`config.mk`:
```
export PLATFORM = sky130hd
export DESIGN_NAME = divider_param_flat
export DESIGN_NICKNAME = d
export VERILOG_FILES = /design/src/rtl/divider_pkg.sv /design/src/rtl/divider_if.sv /design/src/rtl/divider_nr_step.sv /design/src/rtl/divider_param.sv /design/src/flat_wrapper.sv
export SDC_FILE = /design/constraint.sdc
export NUM_CORES = 1
export LEC_CHECK = 0
export BUFFER_PORTS_ARGS = -buffer_cell sky130_fd_sc_hd__buf_4
export CAP_MARGIN = 0
export CELL_PAD_IN_SITES_DETAIL_PLACEMENT = 0
export CELL_PAD_IN_SITES_GLOBAL_PLACEMENT = 1
export CORE_MARGIN = 2
export CORE_UTILIZATION = 40
export CTS_CLUSTER_SIZE = 10
export DETAILED_ROUTE_END_ITERATION = 16
export PLACE_DENSITY_LB_ADDON = 0.1
export SLEW_MARGIN = 30
export SYNTH_ARGS = -nofsm -noshare
export SYNTH_HDL_FRONTEND = slang
export SYNTH_SLANG_ARGS = --single-unit
```
`constraint.sdc`:
```
create_clock -name clock -period 14.75 [get_ports clock]
set_input_delay 1.475 -clock clock [delete_from_list [all_inputs] [get_ports clock]]
set_output_delay 1.475 -clock clock [all_outputs]
set_load 0.005 [all_outputs]
```
`src/rtl/divider_pkg.sv`:
```
// Shared types and helpers for the iterative divider: FSM encoding and
// width-independent sign/magnitude helpers (callers truncate to their WIDTH).
package divider_pkg;

    localparam int MAX_W = 64;

    typedef logic [MAX_W-1:0] word_t;

    typedef enum logic [1:0] {
        IDLE = 2'd0,
        RUN  = 2'd1,
        FIX  = 2'd2,
        DONE = 2'd3
    } state_t;

    // Callers pass a sign-extended operand so the MSB of word_t is the operand sign.
    function automatic word_t abs_val(input word_t x, input logic signed_en);
        return (signed_en && x[MAX_W-1]) ? -x : x;
    endfunction

    function automatic word_t neg_cond(input word_t x, input logic en);
        return en ? -x : x;
    endfunction

endpackage

```
`src/rtl/divider_if.sv`:
```
// Request/result bundle between the execute stage and the divider.
interface divider_if #(
    parameter int WIDTH = 32
);
    logic [WIDTH-1:0] a;
    logic [WIDTH-1:0] b;
    logic             is_signed;
    logic             start;
    logic [WIDTH-1:0] q;
    logic [WIDTH-1:0] r;
    logic             busy;
    logic             done;
    logic             div_zero;

    modport master (
        output a, b, is_signed, start,
        input  q, r, busy, done, div_zero
    );

    modport slave (
        input  a, b, is_signed, start,
        output q, r, busy, done, div_zero
    );
endinterface

```
`src/rtl/divider_nr_step.sv`:
```
// One combinational non-restoring division step on a WIDTH+1 bit partial remainder.
module divider_nr_step #(
    parameter int WIDTH = 32
) (
    input  logic [WIDTH:0]   rem,
    input  logic [WIDTH-1:0] divisor,
    input  logic             q_msb,
    output logic [WIDTH:0]   rem_next,
    output logic             q_bit
);
    logic [WIDTH:0] shifted;
    logic [WIDTH:0] dvs_ext;

    // The dropped top bit is harmless: the result always lies in [-d, d) and fits.
    assign shifted  = {rem[WIDTH-1:0], q_msb};
    assign dvs_ext  = {1'b0, divisor};
    assign rem_next = rem[WIDTH] ? (shifted + dvs_ext) : (shifted - dvs_ext);
    assign q_bit    = ~rem_next[WIDTH];
endmodule

```
`src/rtl/divider_param.sv`:
```
// Iterative signed/unsigned divider (DIV/DIVU), one quotient bit per falling edge,
// with divide-by-zero flag, one-cycle done pulse and restart-on-start.
module divider_param
    import divider_pkg::*;
#(
    parameter int WIDTH = 32,
    parameter int CNT_W = $clog2(WIDTH)
) (
    input  logic      clock,
    input  logic      resetn,
    divider_if.slave  bus
);
    localparam logic [CNT_W-1:0] LAST = CNT_W'(WIDTH - 1);

    state_t           state, state_next;
    logic [WIDTH:0]   rem;
    logic [WIDTH-1:0] dq;
    logic [WIDTH-1:0] dvs;
    logic [CNT_W-1:0] cnt;
    logic             neg_q, neg_r;
    logic [WIDTH-1:0] q_reg, r_reg;
    logic             dz_reg;

    logic [WIDTH:0]   rem_next;
    logic             q_bit;
    logic [WIDTH-1:0] a_mag, b_mag, q_fix, r_fix, a_back;

    divider_nr_step #(.WIDTH(WIDTH)) u_step (
        .rem      (rem),
        .divisor  (dvs),
        .q_msb    (dq[WIDTH-1]),
        .rem_next (rem_next),
        .q_bit    (q_bit)
    );

    assign a_mag  = WIDTH'(abs_val(word_t'(signed'(bus.a)), bus.is_signed));
    assign b_mag  = WIDTH'(abs_val(word_t'(signed'(bus.b)), bus.is_signed));
    assign q_fix  = WIDTH'(neg_cond(word_t'(dq), neg_q));
    assign r_fix  = WIDTH'(neg_cond(word_t'(rem[WIDTH] ? (rem[WIDTH-1:0] + dvs) : rem[WIDTH-1:0]), neg_r));
    // On divide-by-zero dq still holds |a|; re-applying the dividend sign recovers a.
    assign a_back = WIDTH'(neg_cond(word_t'(dq), neg_r));

    always_ff @(negedge clock) begin
        // NOTE: sequential state uses non-blocking assignments so every register
        // samples the pre-edge values regardless of statement order.
        if (resetn) state <= IDLE;
        else        state <= state_next;
    end

    always_comb begin
        // NOTE: default first so every path assigns state_next and no latch is inferred.
        state_next = state;
        if (bus.start) begin
            state_next = (bus.b == '0) ? FIX : RUN;
        end else begin
            unique case (state)
                IDLE:    state_next = IDLE;
                RUN:     state_next = (cnt == LAST) ? FIX : RUN;
                FIX:     state_next = DONE;
                DONE:    state_next = IDLE;
                default: state_next = IDLE;
            endcase
        end
    end

    always_ff @(negedge clock) begin
        if (resetn) begin
            rem    <= '0;
            dq     <= '0;
            dvs    <= '0;
            cnt    <= '0;
            neg_q  <= 1'b0;
            neg_r  <= 1'b0;
            q_reg  <= '0;
            r_reg  <= '0;
            dz_reg <= 1'b0;
        end else if (bus.start) begin
            // Accepted from any state; an op in flight is dropped without touching q/r.
            rem    <= '0;
            dq     <= a_mag;
            dvs    <= b_mag;
            cnt    <= '0;
            neg_q  <= bus.is_signed & (bus.a[WIDTH-1] ^ bus.b[WIDTH-1]);
            neg_r  <= bus.is_signed & bus.a[WIDTH-1];
            dz_reg <= 1'b0;
        end else begin
            case (state)
                RUN: begin
                    rem <= rem_next;
                    dq  <= {dq[WIDTH-2:0], q_bit};
                    cnt <= cnt + 1'b1;
                end
                FIX: begin
                    if (dvs == '0) begin
                        q_reg  <= '1;
                        r_reg  <= a_back;
                        dz_reg <= 1'b1;
                    end else begin
                        q_reg  <= q_fix;
                        r_reg  <= r_fix;
                        dz_reg <= 1'b0;
                    end
                end
                default: ;
            endcase
        end
    end

    assign bus.q        = q_reg;
    assign bus.r        = r_reg;
    assign bus.div_zero = dz_reg;
    assign bus.busy     = (state == RUN) || (state == FIX);
    assign bus.done     = (state == DONE);
endmodule

```
`src/flat_wrapper.sv`:
```
// flat-port wrapper written by rule: the top's interface ports become plain ports
module divider_param_flat import divider_pkg::*;
#(
    parameter int WIDTH = 32,
    parameter int CNT_W = $clog2(WIDTH)
)
  (clock, resetn, bus_a, bus_b, bus_is_signed, bus_start, bus_q, bus_r, bus_busy, bus_done, bus_div_zero);
  divider_if #(.WIDTH(WIDTH)) bus_i ();
  input  logic clock;
  input  logic resetn;
  input wire logic [$bits(bus_i.a)-1:0] bus_a;
  input wire logic [$bits(bus_i.b)-1:0] bus_b;
  input wire logic [$bits(bus_i.is_signed)-1:0] bus_is_signed;
  input wire logic [$bits(bus_i.start)-1:0] bus_start;
  output wire logic [$bits(bus_i.q)-1:0] bus_q;
  output wire logic [$bits(bus_i.r)-1:0] bus_r;
  output wire logic [$bits(bus_i.busy)-1:0] bus_busy;
  output wire logic [$bits(bus_i.done)-1:0] bus_done;
  output wire logic [$bits(bus_i.div_zero)-1:0] bus_div_zero;
  assign bus_i.a = bus_a;
  assign bus_i.b = bus_b;
  assign bus_i.is_signed = bus_is_signed;
  assign bus_i.start = bus_start;
  assign bus_q = bus_i.q;
  assign bus_r = bus_i.r;
  assign bus_busy = bus_i.busy;
  assign bus_done = bus_i.done;
  assign bus_div_zero = bus_i.div_zero;
  divider_param #(.WIDTH(WIDTH), .CNT_W(CNT_W)) u_core (.clock(clock), .resetn(resetn), .bus(bus_i));
endmodule
```
### Word level (Yosys, flattened, before mapping)

Cells that the tools add are included.

* output and inout bits: 67
* flip-flop bits (word level): 171
* bits of input ports: 68

* equality and inequality tests: 4
* reduce and logical (&&, ||, !) cells: 10
* bitwise logic cells: 5
* multiplexer cells: 16
* add/sub/neg operators: 8

Operators with widths (number)
* $mux 32: 10
* $neg 32->32: 4
* $logic_not 32->1: 2
* $add 33x32->33: 1
* $mux 33: 1
* $sub 33x32->33: 1
* $add 32x32->32: 1
* $mux 2: 3
* $pmux 2 s3: 1
* $add 5x1->5 const B: 1
* $eq 5x5->1 const B: 1
* $eq 2x2->1 const B: 2
* $reduce_or 2->1: 2
* $and 1x1->1: 2
* $eq 2x1->1 const B: 1
* $logic_and 1x1->1: 2
* $logic_not 2->1: 1
* $not 1->1: 2
* $reduce_and 2->1: 1
* $reduce_bool 2->1: 1
* $logic_or 1x1->1: 1
* $mux 1: 1
* $xor 1x1->1: 1

### Depth between registers and ports, before layout

* depth after elaboration: 5
* mapped depth: 21
* gate-level depth less buffers: 20

### Hierarchy

From an unflattened synthesis, not the netlist that was laid out.

* cells, all modules: 1901
* area total of the unflattened synthesis: 14747.9 µm²

By module, submodules not included
* divider_param: instances 1, sequential area each 3423.3 µm², cells each 1575, area each 12438.2 µm²
* divider_nr_step: instances 1, sequential area each 0.0 µm², cells each 326, area each 2309.7 µm²

==> metrics.yaml <==
outcome: "finished clean"
synthArstFlopShare: 0
synth-main-ff-cell: "dfxtp_1"
criticalPathCategory: "in -> reg"
clock_sinks: 171
grt-ovfl-total: 0
cts_setup_buffers: 0
cap_viol_max_count: 0
swShare: 0.402
yosysSeqAreaShare: 0.236
min_path_type: "reg -> reg"
power_density_mw_per_mm2: 96.6
globalplace.congestion: 0.915
wirelength_mm: 47.2
multiInputGateArea_sq_mm: 0.0104
core_sq_mm: 0.0357
regMostFlops: "u_core.rem"
p_leak_uw: 0.00704
finalSetupViolCount: 0
grt_pass1_vias: 14200
worstMarginPinSlew_ns: 0.940
drc_errors: 0
placed_area_sq_mm: 0.0157
rsz0062_at_grt: "false"
synth_edf_count: 0
tritoncts: "built"
dieWidth_um: 194
worstPathMaxFanout: 4
worstSetupEndpointType: "register"
internal_power_uw: 974
die_area_sq_mm: 0.0378
dp_hpwl_mm: 35.1
die_y_um: 194
clk_pin_slew_ns: 0.03
nets: 2245
netlist_area_sq_mm: 0.0145
clock_path_buffers: 2
clk_latency_ns: 0.50
finalHoldViolCount: 0
h-tree-depth: 4
power_frac_seq: 0.331
ir_drop_mv: 0.0735
rows: 69
wire_per_inst_um: 18.3
largest_reg_flops: 33
synth_cells: 1898
combPwrFrac: 0.277
fin_tns_setup_ns: 0
fin_skew_ns: 0.0264
grt_max_degree: 75
grt.total_usage: 0.247
synth_nets: 2042
finish.instance_area_sq_mm: 0.0169
start_util: 0.407
cp.arrival_ns: 4.07
p_sw_uw: 656
drtIter0Drc: 808
start_kind: "input pin"
drive_gt1_frac: 0.110
seqCellArea_sq_mm: 0.00343
numPortBuffers: 134
ys_seq_elements: 171
diodes: 0
post_drt_via_cell_ratio: 5.72
final_antenna_net_count: 0
cts_buffers: 17
vias: 14700
slew_headroom: 0.373
fill_cells: 3677
areaGrowthSynthToFinish_pct: 16.3
yosys_warnings: 0
syn_area_per_cell_sq_um: 7.65
firstDrtPassIters: 5
clockPowerShare: 0.392
crit_required_ns: 7.76
antenna_found_initial: 1
synthDistinctLibCells: 98
cts_root_buffer: "clkbuf_16"
slew_violations: 0
cts_hold_buf: 0
io-pin-count: 135
post_cts_resized: 0
grt_pass1_wl_mm: 74.4
whs_ns: 0.462
==> power by group through the flow <==
| stage | Combinational, uW | Sequential [uW] | Clock (uW) |
|---|---|---|---|
| 2_1_floorplan | 358 | 513 | 70.4 |
| 3_3_place_gp | 446 | 543 | 70.4 |
| 3_5_place_dp | 450 | 543 | 70.4 |
| 4_1_cts | 452 | 537 | 673 |
| 5_1_grt | 504 | 541 | 718 |
| 6_report | 452 | 539 | 640 |
==> worst paths after layout <==
check / startpoint / endpoint / slack, ns / depth (start not counted)
max: bus_b[14] / u_core.dvs[29]$_SDFFE_NP0P_ / 3.68 / 11
min: u_core.bus.r[0]$_SDFFE_NP0P_ / u_core.bus.r[0]$_SDFFE_NP0P_ / 0.46 / 2
max reg2reg: u_core.dvs[2]$_SDFFE_NP0P_ / u_core.dq[0]$_SDFFE_NP0P_ / 9.48 / 17
min reg2reg: u_core.bus.r[0]$_SDFFE_NP0P_ / u_core.bus.r[0]$_SDFFE_NP0P_ / 0.46 / 2
==> cells by family after synthesis <==
kind of cell / synth area share
AO/OA/AOI/OAI: 0.271
XOR/XNOR: 0.124
adder cells (fa/ha/maj): 0.0666
buffers and inverters: 0.0488
flip-flops: 0.236
multiplexers: 0.0325
AND/OR/NAND/NOR: 0.222
==> metal layers <==
layer	share of wire	track usage
met5	0.00028	0
met4	0.021	0.104
met3	0.051	0.0554
met2	0.45	0.383
met1	0.48	0.331
==> stage by stage <==
step           std cells  total power (uW)  utilization  setup WS, ns
2_1_floorplan       1898               942            -          3.54
3_3_place_gp        2373              1060        0.439          3.18
3_5_place_dp        2373              1060        0.439          3.18
4_1_cts             2573              1660        0.473          3.67
5_1_grt             2573              1760        0.473          3.32
6_report            2573              1630        0.473          3.68
==> cell usage in the layout, fill, tap and decap left out, types with 7 or more instances in the layout <==
master	count
o21ai_0	101
o31ai_1	28
and2_1	9
buf_4	145
nor2b_1	36
nand3_1	24
nor2_1	224
o21a_1	8
a21o_1	20
clkbuf_16	17
and3_1	15
nor4_1	8
or4_1	15
a211oi_1	114
inv_1	217
a311oi_1	27
nand2b_1	17
a31oi_1	13
nor3_1	73
a221oi_1	7
ha_1	73
dfxtp_1	168
o21bai_1	10
o211ai_1	15
nand4_1	21
or3_1	36
mux2i_1	40
xnor2_1	102
nand2_1	140
a21oi_1	136
xor2_1	103
==> final cells by class <==
cell class	count	share of cell area
timing repair buffer	145	0.0645
clock inverter	184	0.0466
inverter	45	0.0100
clock buffer	17	0.0252
multi-input combinational	1550	0.617
tap	461	0.0342
sequential	171	0.203
==> Yosys cell counts (all sizes together) (10+ instances only) <==
master	instances	share of area
a211oi	117	0.062
a21o	20	0.010
a21oi	142	0.051
a311oi	27	0.016
a31oi	14	0.0071
and2	10	0.0043
and3	15	0.0065
buf	32	0.011
clkbuf	99	0.026
dfxtp	171	0.24
ha	74	0.064
inv	46	0.012
mux2i	40	0.028
nand2	140	0.036
nand2b	18	0.0078
nand3	24	0.0083
nand4	23	0.011
nor2	225	0.058
nor2b	37	0.016
nor3	76	0.027
nor4	10	0.0052
o211ai	19	0.011
o21ai	105	0.036
o21bai	11	0.0065
o31ai	31	0.018
or3	37	0.016
or4	18	0.010
xnor2	102	0.062
xor2	103	0.062
==> worst max-delay path, stage by stage <==
cell      delay [ns]
buf_4           0.12
or4_1           0.53
or3_1           0.37
nor3_1          0.22
nand2b_1        0.12
nor3_1          0.20
nand3_1         0.14
or2_2           0.33
o31ai_1         0.25
xor2_1          0.10
a211oi_1        0.21
(Power assumes the default switching activity.)
